`config.mk`:
```
export PLATFORM = sky130hd
export DESIGN_NAME = count_scheduler
export DESIGN_NICKNAME = d
export VERILOG_FILES = /design/src/rtl/count_scheduler_pkg.sv /design/src/rtl/count_scheduler_rr_arbiter.sv /design/src/rtl/count_scheduler.sv
export SDC_FILE = /design/constraint.sdc
export NUM_CORES = 1
export LEC_CHECK = 0
export BUFFER_PORTS_ARGS = -buffer_cell sky130_fd_sc_hd__buf_4
export CAP_MARGIN = 20
export CORE_MARGIN = 5
export CORE_UTILIZATION = 35
export CTS_CLUSTER_SIZE = 28
export DETAILED_ROUTE_END_ITERATION = 8
export PLACE_DENSITY = 0.57
export SLEW_MARGIN = 20
export SYNTH_ARGS = -nofsm -noshare
export SYNTH_HDL_FRONTEND = slang
export SYNTH_HIERARCHICAL = 1
export SYNTH_SLANG_ARGS = --single-unit
```
`constraint.sdc`:
```
create_clock -name clk -period 2.8 [get_ports clk]
set_clock_uncertainty 0.2 [all_clocks]
set_input_delay 0.56 -clock clk [delete_from_list [all_inputs] [get_ports clk]]
set_output_delay 0.56 -clock clk [all_outputs]
set_load 0.05 [all_outputs]
```
`src/rtl/count_scheduler_pkg.sv`:
```
// rtl/count_scheduler_pkg.sv - shared opcode and FSM state types for the count scheduler
package count_scheduler_pkg;

    localparam int OP_W = 2;

    typedef enum logic [OP_W-1:0] {
        OP_READ  = 2'd0,
        OP_CLEAR = 2'd1,
        OP_LOAD  = 2'd2,
        OP_ADD   = 2'd3
    } op_e;

    typedef enum logic [1:0] {
        IDLE = 2'd0,
        EXEC = 2'd1,
        RESP = 2'd2
    } state_e;

endpackage

```
`src/rtl/count_scheduler_rr_arbiter.sv`:
```
// rtl/count_scheduler_rr_arbiter.sv - combinational round-robin arbiter with one-hot grant
module rr_arbiter #(
    parameter int NUM_REQ = 2,
    parameter int PW      = 1
) (
    input  logic [NUM_REQ-1:0] req,
    input  logic [PW-1:0]      ptr,
    output logic [NUM_REQ-1:0] grant
);

    logic found;

    // Walk requesters starting at the pointer and grant the first one asserted
    always_comb begin
        grant = '0;
        found = 1'b0;
        for (int i = 0; i < NUM_REQ; i++) begin
            for (int j = 0; j < NUM_REQ; j++) begin
                if (!found && req[j] && (j == ((int'(ptr) + i) % NUM_REQ))) begin
                    grant[j] = 1'b1;
                    found    = 1'b1;
                end
            end
        end
    end

endmodule

```
`src/rtl/count_scheduler.sv`:
```
// rtl/count_scheduler.sv - free-running counter with arbitrated READ/CLEAR/LOAD/ADD commands
module count_scheduler
    import count_scheduler_pkg::*;
#(
    parameter int WIDTH   = 8,
    parameter int NUM_REQ = 2
) (
    input  logic                     clk,
    input  logic                     rst,
    input  logic                     run_en,
    input  logic [NUM_REQ-1:0]       cmd_valid,
    output logic [NUM_REQ-1:0]       cmd_ready,
    input  logic [NUM_REQ*OP_W-1:0]  cmd_op,
    input  logic [NUM_REQ*WIDTH-1:0] cmd_data,
    output logic [NUM_REQ-1:0]       rsp_valid,
    output logic [WIDTH-1:0]         rsp_count,
    output logic [WIDTH-1:0]         count,
    output logic                     wrap,
    output logic                     busy
);

    localparam int PW = (NUM_REQ > 1) ? $clog2(NUM_REQ) : 1;

    state_e               state_q, state_d;
    logic [PW-1:0]        ptr_q, ptr_d;
    logic [PW-1:0]        grant_q, grant_d;
    op_e                  op_q, op_d;
    logic [WIDTH-1:0]     data_q, data_d;
    logic [WIDTH-1:0]     count_q, count_d;
    logic [WIDTH-1:0]     rsp_count_q, rsp_count_d;
    logic [NUM_REQ-1:0]   rsp_valid_q, rsp_valid_d;
    logic                 wrap_q, wrap_d;

    logic [NUM_REQ-1:0]   arb_grant;
    logic [PW-1:0]        arb_idx;
    logic [OP_W-1:0]      sel_op;
    logic [WIDTH-1:0]     sel_data;
    logic                 accept;
    logic [WIDTH:0]       add_sum;

    rr_arbiter #(
        .NUM_REQ (NUM_REQ),
        .PW      (PW)
    ) u_arb (
        .req   (cmd_valid),
        .ptr   (ptr_q),
        .grant (arb_grant)
    );

    // Ready is withheld during reset even though the state already reads IDLE
    assign cmd_ready = (state_q == IDLE && !rst) ? arb_grant : '0;
    assign accept    = |(cmd_valid & cmd_ready);
    assign add_sum   = {1'b0, count_q} + {1'b0, data_q};

    assign count     = count_q;
    assign wrap      = wrap_q;
    assign rsp_valid = rsp_valid_q;
    assign rsp_count = rsp_count_q;
    assign busy      = (state_q != IDLE);

    // Select the winning requester's index, opcode and operand
    always_comb begin
        arb_idx  = '0;
        sel_op   = '0;
        sel_data = '0;
        for (int j = 0; j < NUM_REQ; j++) begin
            if (arb_grant[j]) begin
                arb_idx  = PW'(j);
                sel_op   = cmd_op[j*OP_W +: OP_W];
                sel_data = cmd_data[j*WIDTH +: WIDTH];
            end
        end
    end

    // Next-state: accept beats free-run in IDLE, the op lands leaving EXEC, RESP just reports
    always_comb begin
        state_d     = state_q;
        ptr_d       = ptr_q;
        grant_d     = grant_q;
        op_d        = op_q;
        data_d      = data_q;
        count_d     = count_q;
        wrap_d      = 1'b0;
        rsp_valid_d = '0;
        rsp_count_d = '0;
        unique case (state_q)
            IDLE: begin
                if (accept) begin
                    state_d = EXEC;
                    grant_d = arb_idx;
                    op_d    = op_e'(sel_op);
                    data_d  = sel_data;
                    ptr_d   = (arb_idx == PW'(NUM_REQ - 1)) ? '0 : arb_idx + 1'b1;
                end else if (run_en) begin
                    count_d = count_q + 1'b1;
                    wrap_d  = &count_q;
                end
            end
            EXEC: begin
                state_d = RESP;
                unique case (op_q)
                    OP_READ:  count_d = count_q;
                    OP_CLEAR: count_d = '0;
                    OP_LOAD:  count_d = data_q;
                    OP_ADD: begin
                        count_d = add_sum[WIDTH-1:0];
                        wrap_d  = add_sum[WIDTH];
                    end
                endcase
                rsp_count_d = count_d;
                for (int j = 0; j < NUM_REQ; j++) begin
                    rsp_valid_d[j] = (grant_q == PW'(j));
                end
            end
            RESP: begin
                state_d = IDLE;
            end
            default: begin
                state_d = IDLE;
            end
        endcase
    end

    // State and output registers; reset aborts any in-flight command
    always_ff @(posedge clk or posedge rst) begin
        if (rst) begin
            state_q     <= IDLE;
            ptr_q       <= '0;
            grant_q     <= '0;
            op_q        <= OP_READ;
            data_q      <= '0;
            count_q     <= '0;
            wrap_q      <= 1'b0;
            rsp_valid_q <= '0;
            rsp_count_q <= '0;
        end else begin
            state_q     <= state_d;
            ptr_q       <= ptr_d;
            grant_q     <= grant_d;
            op_q        <= op_d;
            data_q      <= data_d;
            count_q     <= count_d;
            wrap_q      <= wrap_d;
            rsp_valid_q <= rsp_valid_d;
            rsp_count_q <= rsp_count_d;
        end
    end

endmodule

```
# Word level (Yosys, flattened, before mapping)
# Index checks and enable logic that the tools add are counted.
# Widths: inputs -> output; s select.
dict set report op_classes {
  addsub 4
  n_eq_ne 8
  muxes 25
  bitwise 3
  n_reduce_logical 22
}
# operator n
set ops {}
lappend ops {{$logic_not 32->1} 2}
lappend ops {{$mux 8} 5}
lappend ops {{$pmux 8 s4} 1}
lappend ops {{$pmux 8 s2} 1}
lappend ops {{$mux 1} 11}
lappend ops {{$mux 2} 5}
lappend ops {{$add 8x8->9} 1}
lappend ops {{$add 8x1->8 const B} 1}
lappend ops {{$logic_and 1x1->1} 8}
lappend ops {{$reduce_and 8->1} 1}
lappend ops {{$ne 2x2->1 const B} 3}
lappend ops {{$eq 2x1->1 const B} 2}
lappend ops {{$eq 2x2->1 const B} 2}
lappend ops {{$logic_not 1->1} 4}
lappend ops {{$logic_not 2->1} 2}
lappend ops {{$pmux 2 s2} 1}
lappend ops {{$reduce_bool 2->1} 2}
lappend ops {{$reduce_and 3->1} 1}
lappend ops {{$add 1x1->1 const B} 2}
lappend ops {{$and 2x2->2} 1}
lappend ops {{$eq 2x2->1 const A} 1}
lappend ops {{$pmux 1 s2} 1}
lappend ops {{$reduce_and 2->1} 1}
lappend ops {{$reduce_or 2->1} 1}
lappend ops {{2 further kinds} 2}
dict set report word_totals {
  regBits 33
  in_bits 25
  out_inout_bits 22
  word_cells 71
}

# Longest topological paths before layout
dict set report depth {
  word_depth 20
  depth_mapped 7
  depth_no_buf 7
}

# Cells and area by module
# Netlist, hierarchy kept.
# module instances cells_per_inst area_per_inst_um2 seq_area_each_um2
set by_module_without_submodules {}
lappend by_module_without_submodules {count_scheduler 1 200 1956.9 825.8}
lappend by_module_without_submodules {rr_arbiter 1 3 18.8 0.0}

# Worst setup path before layout
# Ideal clock, no wire load.
dict set report synth_path {
  kind {input port to output port}
  from {input cmd_valid[1]}
  to {output cmd_ready[1]}
  arrival_time_ns 1.757
  required_ns 2.040
  slack_ns 0.283
  stages 3
  path_buffers 1
  path_cell_list {a21boi_1 > clkbuf_1 > and2_1}
}
dict set report synth_via {
  elab_chain_len 12
  word_cells_on_any_way 13
  cone_classes {mux (5); reduce/logical (8)}
}
# element line
set synth_rtl {}
lappend synth_rtl {{start, declared} count_scheduler.sv:11} ;# input logic [NUM_REQ-1:0] cmd_valid,
lappend synth_rtl {{$logic_and 1x1->1 (2 in a row)} count_scheduler_rr_arbiter.sv:19} ;# if (!found && req[j] && (j == ((int'(ptr) + i) % NUM_REQ))) begin
lappend synth_rtl {{$mux 1} count_scheduler_rr_arbiter.sv:19}
lappend synth_rtl {{$logic_not 1->1} count_scheduler_rr_arbiter.sv:19}
lappend synth_rtl {{$logic_and 1x1->1 (2 in a row)} count_scheduler_rr_arbiter.sv:19}
lappend synth_rtl {{$mux 1} count_scheduler_rr_arbiter.sv:19}
lappend synth_rtl {{$logic_not 1->1} count_scheduler_rr_arbiter.sv:19}
lappend synth_rtl {{$logic_and 1x1->1 (2 in a row)} count_scheduler_rr_arbiter.sv:19}
lappend synth_rtl {{$mux 1 (*)} count_scheduler_rr_arbiter.sv:19}
lappend synth_rtl {{$mux 2 (*)} count_scheduler.sv:51} ;# assign cmd_ready = (state_q == IDLE && !rst) ? arb_grant : '0;
lappend synth_rtl {{end, declared} count_scheduler.sv:12} ;# output logic [NUM_REQ-1:0] cmd_ready,
# Every way passes the cells marked *; elsewhere a longest branch is shown, timed or not.

# Worst setup path after layout
dict set report layout_path {
  from {register data_q[0]}
  to {register count_q[6], in the netlist count[6]}
}
dict set report layout_via {
  elab_chain_len 3
}
# element line
set layout_rtl {}
lappend layout_rtl {{start, declared} count_scheduler.sv:28} ;# logic [WIDTH-1:0] data_q, data_d;
lappend layout_rtl {{start signal, assigned} count_scheduler.sv:141} ;# data_q <= data_d;
lappend layout_rtl {{$add 8x8->9} count_scheduler.sv:53} ;# assign add_sum = {1'b0, count_q} + {1'b0, data_q};
lappend layout_rtl {{$pmux 8 s4} count_scheduler.sv:101} ;# unique case (op_q)
lappend layout_rtl {{$pmux 8 s2} count_scheduler.sv:86} ;# unique case (state_q)
lappend layout_rtl {{end signal, assigned} count_scheduler.sv:142} ;# count_q <= count_d;
lappend layout_rtl {{end, declared} count_scheduler.sv:29} ;# logic [WIDTH-1:0] count_q, count_d;
# Every way passes these cells.
# A chain may end at the register's enable or synchronous reset.

==> reports/results.ini <==
[run_status]
status=completed

[grt]
antenna_found_initial=0
grt_pass1_wl_um=7750
grt_pass1_vias=1619
grt_max_degree=34
gr-total-overflow=0
track_usage_pct=13.3

[floorplan]
initial_utilization_pct=35.9
pin_count=47
num_rows=27
die_area_mm2=0.00725
core_mm2=0.00551
die_w_um=85.1
fp.dieH_um=85.1

[worst_setup_path]
cp_max_fo=3
reg2reg_to=count[6]
worstPathArrival_ps=2330
crit_path_end=count[6]
critPathCaptureType=register
r2r_start=data_q[0]
crit_chain=ha_1 > fa_1 > a21oi_1 > o2111ai_1 > xor2_1 > a21oi_1 > mux2i_1
crit_slowest_cell=dfrtp_1
cp.required_ps=2760
crit_path_start=data_q[0]
cp_slowest_stage_delay_ps=410
crit_top_cell=a21oi_1
r2r_setup_slack_ps=430
critPathLaunchType=register
crit_type=reg -> reg
r2r_cells=7

[clock_network]
cts_buffers=5
cts_tree=yes
cts.repair.resized=0
post_cts_buffers=0
htreeDepth=2
clock_latency_ps=290
clock_path_buffers=2
cts_root_buffer=clkbuf_8
path_clk_slew_ps=80
hold_buffers=0
cts_sinks=33

[synth]
ys_seq_elements=33
yosys.area.top_type=dfrtp_1
synth_common_cells=dfrtp_1 (33), nor2_1 (25), a21oi_1 (19), mux2i_1 (10)
synth_area_mm2=0.00198
yosys-top-cells-area=dfrtp_1 (42%), ha_1 (5.7%), mux2i_1 (5.1%), a21oi_1 (4.8%), nor2_1 (4.7%)
ys_warn_count=6
synth_async_sr_flop_share_pct=100
yosysMostFrequentCell=dfrtp_1
synth_top_area_share_pct=41.8
syn_area_per_cell_um2=9.73
synth_ff_type=dfrtp_1
yosysSeqAreaShare_pct=41.8
synth_fp_nets=238
postSynthCellCount=203
synth_edf_count=0
yosysUniqueCellTypes=52

[final_layout]
fin_nets=290
drive_above_1_share_pct=27.3
synthToLayoutAreaGrowth_pct=28.6
final_cells=328
diodes=0

[route]
drcViolationCount=0
ant_nets=0
routed_wl_um=4710
dr.pass1.iters=4
vias=1697
routed_via_density=5.17
wl_per_cell_um=14.3
drt_iter0_drc=58

[timing]
rsz0062_at_grt=no
fin_crit_ps=2370
worstMarginPinSlew_ps=536
fin_crit_sh_pct=84.6
drv_slew=0
fin_tns_setup_ps=0
max-slew-margin-rel_pct=63.9
hold_viol_final=0
timing.fmax_mhz=422
setup_viol_count_final=0

[place]
place_hpwl_um=3630
dp.cells=320
port_buffers=46
place_congestion=0.738

[power]
irDropWorstVdd_mv=0.468
leakage_nw=1.19
p_per_area_mw_per_mm2=1220
p_total_mw=3.10

[worst_hold_path]
hold_class=in -> async

[job]
cap_violations=0

-- cells in the final DEF, fill, tap and decap left out, types with 2 or more instances in the layout --
| cell | Yosys | final |
|---|---|---|
| buf_4 | 0 | 52 |
| dfrtp_1 | 33 | 33 |
| nor2_1 | 25 | 25 |
| a21oi_1 | 19 | 19 |
| mux2i_1 | 10 | 10 |
| a22oi_1 | 9 | 9 |
| ha_1 | 9 | 9 |
| o21ai_0 | 8 | 8 |
| nand2_1 | 7 | 7 |
| and2_1 | 6 | 6 |
| inv_1 | 6 | 6 |
| clkbuf_8 | 0 | 6 |
| nand3_1 | 5 | 5 |
| or3_1 | 4 | 4 |
| xor2_1 | 4 | 4 |
| o2111ai_1 | 4 | 4 |
| nand2b_1 | 3 | 3 |
| a21boi_0 | 3 | 3 |
| o21bai_1 | 2 | 2 |
| o22ai_1 | 2 | 2 |
| and3_1 | 2 | 2 |
| a21o_1 | 2 | 2 |
| mux2_2 | 2 | 2 |
| o21ai_1 | 2 | 2 |
| nor3b_1 | 2 | 2 |
| a221o_1 | 2 | 2 |
-- where the power goes --
part           switching [mW]  internal [mW]
sequential              0.228          0.651
combinational            1.06          0.698
clock                   0.175          0.290
total                    1.47           1.64
-- flip-flops by register name (all words and copies together) (netlist names) --
register   flops
count          8
data_q         8
rsp_count      8
op_q           2
rsp_valid      2
state_q        2
grant_q        1
ptr_q          1
wrap           1
-- area by class of cell --
class                           count  area (µm²)
Multi-Input combinational cell    156        1090
Inverter                            7        26.3
Clock inverter                      1        30.0
Fill cell                         554        2970
Sequential cell                    33         826
Tap cell                           72        90.1
Clock buffer                        7        86.3
Timing Repair Buffer               52         390
-- worst min path at each step --
stage	to	cells after the start
finish	data_q[3]	3
CTS	data_q[3]	3
floorplan	rsp_valid[0]	1
global placement	rsp_valid[0]	1
detailed placement	rsp_valid[0]	1
global route	op_q[0]	3
-- cell families after synthesis --
family,share of synthesized area (%)
DFF,41.8
and+or+nand+nor,17.1
adders and majority gates,6.71
muxes,6.21
buffers and inverters,2.91
xor gates and xnor gates,2.22
AOI/OAI and AO/OA,23.1
-- critical path: cells and delay by family (launching register included) --
kind / cells / cell delay (ps)
flops: 1 / 410
xor+xnor: 1 / 160
compound gates: 3 / 730
fa+ha+maj: 2 / 630
mux: 1 / 120
-- metrics by stage --
step	hold WS [ps]	instance area (µm²)	setup WS, ps	utilization [%]
3_5_place_dp	262	2420	342	44.0
3_3_place_gp	263	2420	452	44.0
6_report	211	2540	430	46.1
5_1_grt	260	2540	312	46.1
2_1_floorplan	213	1980	283	-
4_1_cts	226	2540	436	46.1
-- routing by layer --
metal	routed length, µm	vias to the layer above	global-route usage, %
met5	0	-	0
li1	-	848	-
met1	2210	791	18.1
met2	2150	50	20.7
met3	271	8	2.52
met4	72	0	5.61
No activity file was read; power rests on OpenSTA's default activity.
